==> config.mk <==
export PLATFORM = sky130hd
export DESIGN_NAME = rr_grant_scheduler
export DESIGN_NICKNAME = d
export VERILOG_FILES = /design/src/rtl/rr_grant_scheduler_pkg.sv /design/src/rtl/decoder_param.sv /design/src/rtl/rr_grant_scheduler.sv
export SDC_FILE = /design/constraint.sdc
export NUM_CORES = 1
export LEC_CHECK = 0
export ABC_AREA = 1
export BUFFER_PORTS_ARGS = -buffer_cell sky130_fd_sc_hd__buf_2
export CAP_MARGIN = 25
export CORE_ASPECT_RATIO = 1.2
export CORE_MARGIN = 2
export CORE_UTILIZATION = 40
export DETAILED_ROUTE_END_ITERATION = 6
export SLEW_MARGIN = 20
export SYNTH_ARGS = -nofsm -noshare
export SYNTH_HDL_FRONTEND = slang
export SYNTH_SLANG_ARGS = --single-unit
export TNS_END_PERCENT = 30
==> constraint.sdc <==
create_clock -name clk -period 3.6 [get_ports clk]
set_input_delay 0.54 -clock clk [delete_from_list [all_inputs] [get_ports clk]]
set_output_delay 0.54 -clock clk [all_outputs]
set_load 0.01 [all_outputs]
==> src/rtl/rr_grant_scheduler_pkg.sv <==
// Shared constants and helpers for the round-robin grant scheduler.
// State encoding, default index width, pointer increment helper.
package rr_grant_scheduler_pkg;

  localparam int IN_DEF = 4;

  localparam logic [0:0] IDLE = 1'b0;
  localparam logic [0:0] BUSY = 1'b1;

  function automatic int unsigned next_idx(
    input int unsigned idx,
    input int unsigned in_w = IN_DEF
  );
    return (idx + 1) % (32'd1 << in_w);
  endfunction

endpackage

==> src/rtl/decoder_param.sv <==
// Binary-to-one-hot decoder, IN-bit digit to 2**IN-bit vector.
// Ports: digit (binary in), vector (one-hot out).
module decoder_param #(
  parameter  int IN = 4,
  localparam int N  = 2**IN
) (
  input  logic [IN-1:0] digit,
  output logic [N-1:0]  vector
);

  always_comb begin
    vector = '0;
    vector[digit] = 1'b1;
  end

endmodule

==> src/rtl/rr_grant_scheduler.sv <==
// Round-robin scheduler: one owner at a time, held until release.
// Ports: clk, rst_n, req, done in; grant, grant_idx, grant_valid out.
import rr_grant_scheduler_pkg::*;

module rr_grant_scheduler #(
  parameter  int IN = IN_DEF,
  localparam int N  = 2**IN
) (
  input  logic          clk,
  input  logic          rst_n,
  input  logic [N-1:0]  req,
  input  logic          done,
  output logic [N-1:0]  grant,
  output logic [IN-1:0] grant_idx,
  output logic          grant_valid
);

  logic [0:0]    state;
  logic [0:0]    state_n;
  logic [IN-1:0] ptr;
  logic [IN-1:0] ptr_n;
  logic [IN-1:0] ptr_rel;
  logic [IN-1:0] idx_n;
  logic [N-1:0]  raw;
  logic [IN:0]   hit;
  logic [IN:0]   hand;
  logic          rel;

  // {found, index} of first set bit at or after s, wrapping.
  function automatic logic [IN:0] pick(
    input logic [N-1:0]  v,
    input logic [IN-1:0] s
  );
    logic [2*N-1:0] dbl;
    logic [N-1:0]   rot;
    logic [IN:0]    r;
    dbl = {v, v};
    rot = dbl[s +: N];
    r   = '0;
    for (int i = N-1; i >= 0; i--) begin
      if (rot[i]) r = {1'b1, s + IN'(i)};
    end
    return r;
  endfunction

  decoder_param #(.IN(IN)) u_dec (
    .digit  (grant_idx),
    .vector (raw)
  );

  assign grant_valid = (state == BUSY);
  assign grant       = raw & {N{grant_valid}};

  // done and owner drop together are one release.
  assign rel     = grant_valid & (done | ~req[grant_idx]);
  assign ptr_rel = IN'(next_idx(32'(grant_idx), IN));
  assign hit     = pick(req, ptr);
  // Owner masked so a handoff never re-grants it.
  assign hand    = pick(req & ~raw, ptr_rel);

  always_comb begin
    state_n = state;
    ptr_n   = ptr;
    idx_n   = grant_idx;
    unique case (state)
      IDLE: begin
        if (hit[IN]) begin
          state_n = BUSY;
          idx_n   = hit[IN-1:0];
        end
      end
      BUSY: begin
        if (rel) begin
          ptr_n = ptr_rel;
          if (hand[IN]) begin
            idx_n = hand[IN-1:0];
          end else begin
            state_n = IDLE;
            idx_n   = '0;
          end
        end
      end
      default: begin
        state_n = IDLE;
        idx_n   = '0;
      end
    endcase
  end

  always_ff @(posedge clk or negedge rst_n) begin
    if (!rst_n) begin
      state     <= IDLE;
      ptr       <= '0;
      grant_idx <= '0;
    end else begin
      state     <= state_n;
      ptr       <= ptr_n;
      grant_idx <= idx_n;
    end
  end

endmodule

==> run summary <==
die footprint: 12,230 µm²
DRT Pass-1 Iters: 5
Rows: 42
Port Buffers: 39
pre-CTS setup slack: 0.3818 ns
cells after synthesis: 877
pin count of the biggest net entering global routing: 29
ANT nets after route: 0
Clk Tree Root Cell: clkbuf_16
placer's final routability congestion estimate: 1.000
Max Slew Vio Count: 0
vias in the first global route: 5,241
total number of H-tree levels: 1
Initial Utilization: 41.17%
worst slew pin tran: 0.8152 ns
I/O pin count: 40
Worst path slowest cell: dfrtp_1
core area: 11,040 µm²
f_max: 305.4 MHz
Overflow after GRT: 0
DRC viols: 0
worst-case clock buffer depth: 2
Worst EP arrival: 3.45 ns
Rel. slew slack: 45.59%
antenna violations before repair: 0
Synth top area share: 24.70%
vias per std cell: 5.490
chip height: 120.7 µm
WL/cell: 15.08 µm
hpwl dp: 12.13 mm
kind of critical path: flop to flop
n_diodes: 0
EDFF count, synth: 0
clock sink total: 9
Top FF cell, synth: dfrtp_1
die width: 101.3 µm
Avg Inst Size Synth: 5.180 µm²
Final Hold Fails: 0
clk slew on worst S/H paths: 0.04 ns
Hold Path Class: primary input to async pin
CP Launch Type: flop
leading cell type in the layout, fill and taps excluded: nand2_1
Syn Nets: 912
Tmin final: 3.274 ns
Finish-stage setup viols: 0
r2r startpoint: grant_idx[0]$_DFFE_PN0P_
routed vias: 5,644
worst-path maximum fanout: 24
RSZ-0062 raised after global routing: no
filler instances: 1,261
register area share after synthesis: 4.957%
Crit. End Element: flop
period utilization: 90.95%
Total GRT Usage: 25.72%
WP depth: 25
final critical-path setup slack: 0.3257 ns
initial drt markers: 383
Synth Register Bits: 9
Mapped Area: 4543 µm²
CTS tree: built
setup TNS: 0 ns
Routed WL: 15.50 mm
Area growth syn-to-layout: 5.398%
critical path's most frequent cell: nand2_1
final layout net count: 932
Yosys warnings: 0
largest cells by area after synthesis: nand2_1, nand3_1, inv_1, o21ai_0, dfrtp_1
status: finished clean
FF-to-FF setup slack: 0.33 ns
proportion of layout cells with a drive suffix above 1: 14.40%
Max Clock Skew: 0.0004187 ns
TritonCTS buffer count: 3
Reg-to-Reg End: grant_idx[2]$_DFFE_PN0P_
worst skew pair latency: 0.23 ns
PostCTS Resize Cnt: 0
first-pass GRT wire length: 25.63 mm
Worst R2R Path Depth: 25
CTS Hold Bufs: 0
slowest stage delay, CP: 0.46 ns
max_cap viols: 0
Bufs and invs on worst path: 2
cell family with most CP delay: simple AND/OR/NAND/NOR gates
Synth area leader: nand2_1
Synth async-reset ratio: 100.0%
most frequent cells in the layout: nand2_1, nand3_1, inv_1, o21ai_0, nor2_1
WP data required: 3.77 ns
Setup Fix Bufs, Post-CTS: 0
post-synthesis cell type count: 45
-- worst reg2reg max path: stages, from the launching register on --
cell and delay, ns:
dfrtp_1 0.46, inv_2 0.16, ha_1 0.35, inv_2 0.38
nand3_1 0.20, nand3_1 0.15, nand3_1 0.08, nand2_1 0.30
o21ai_0 0.14, a21oi_1 0.13, nand2_1 0.06, nand2_1 0.05
nand2_1 0.05, nand2_1 0.06, nand2_1 0.04, nand2_1 0.08
nand2_1 0.05, nand2_1 0.05, nand2_1 0.04, nand2_1 0.05
nand2_1 0.05, nand2_1 0.06, nand2_1 0.05, nand2_1 0.07
nand2_1 0.04, nand2_1 0.05
-- state kept, by name, indices dropped and copies added, names as in the netlist --
register / cells
grant_idx: 4
grant_valid: 1
ptr: 4
-- how the worst max path moves through the flow --
stage                                    end  slack (ns)                     start
floorplan           grant_idx[3]$_DFFE_PN0P_        0.74  grant_idx[0]$_DFFE_PN0P_
global placement    grant_idx[3]$_DFFE_PN0P_        0.40  grant_idx[0]$_DFFE_PN0P_
detailed placement  grant_idx[2]$_DFFE_PN0P_        0.38  grant_idx[0]$_DFFE_PN0P_
CTS                 grant_idx[3]$_DFFE_PN0P_        0.38  grant_idx[0]$_DFFE_PN0P_
global route        grant_idx[3]$_DFFE_PN0P_       0.007  grant_idx[0]$_DFFE_PN0P_
finish              grant_idx[2]$_DFFE_PN0P_        0.33  grant_idx[0]$_DFFE_PN0P_
-- synth_stat cells, types with 9 or more instances --
| cell type | instances |
|---|---|
| inv_2 | 19 |
| nand4_1 | 11 |
| xor2_1 | 10 |
| nand2_1 | 299 |
| dfrtp_1 | 9 |
| nand3_1 | 171 |
| a21oi_1 | 25 |
| inv_1 | 94 |
| ha_1 | 16 |
| o21ai_0 | 52 |
| nor2_1 | 43 |
| nand2_2 | 17 |
| buf_6 | 14 |
| buf_4 | 9 |
-- logic make-up after synthesis --
logic type / after synthesis / share of synthesized area (%)
simple gates: 576 / 57.81
buf+inv: 157 / 16.66
compound gates: 106 / 13.66
flops: 9 / 4.957
fa+ha+maj: 16 / 4.406
xor+xnor: 13 / 2.506
-- per-stage QoR --
| step | utilization [%] | instance area (µm²) | instances | hold slack [ns] |
|---|---|---|---|---|
| finish | 43.39 | 4788 | 1028 | 0.1518 |
| detailed placement | 42.68 | 4710 | 1024 | 0.4071 |
| global route | 43.39 | 4788 | 1028 | 0.1629 |
| CTS | 43.39 | 4788 | 1028 | 0.1599 |
| global placement | 42.68 | 4710 | 1024 | 0.4070 |
| floorplan | - | 4543 | 877 | 0.2444 |
-- cell type report --
cell class | instances | area (µm²) | area share [%]
Tap cell | 132 | 165.2 | 3.449
Sequential cell | 9 | 225.2 | 4.703
Inverter | 118 | 450.4 | 9.407
Timing Repair Buffer | 54 | 307.8 | 6.428
Clock buffer | 4 | 78.83 | 1.646
Multi-Input combinational cell | 711 | 3561 | 74.37
-- routing by layer --
layer,up-vias,global-route usage (%),routed length (µm)
li1,2886,-,-
met5,-,0,0
met1,2476,31.58,6495
met2,231,45.99,7545
met3,51,2.023,894
met4,0,9.713,568
Power is left out: the tool's default activity adds up to more than one toggle a clock period on the data nets, which glitch-free logic cannot reach.
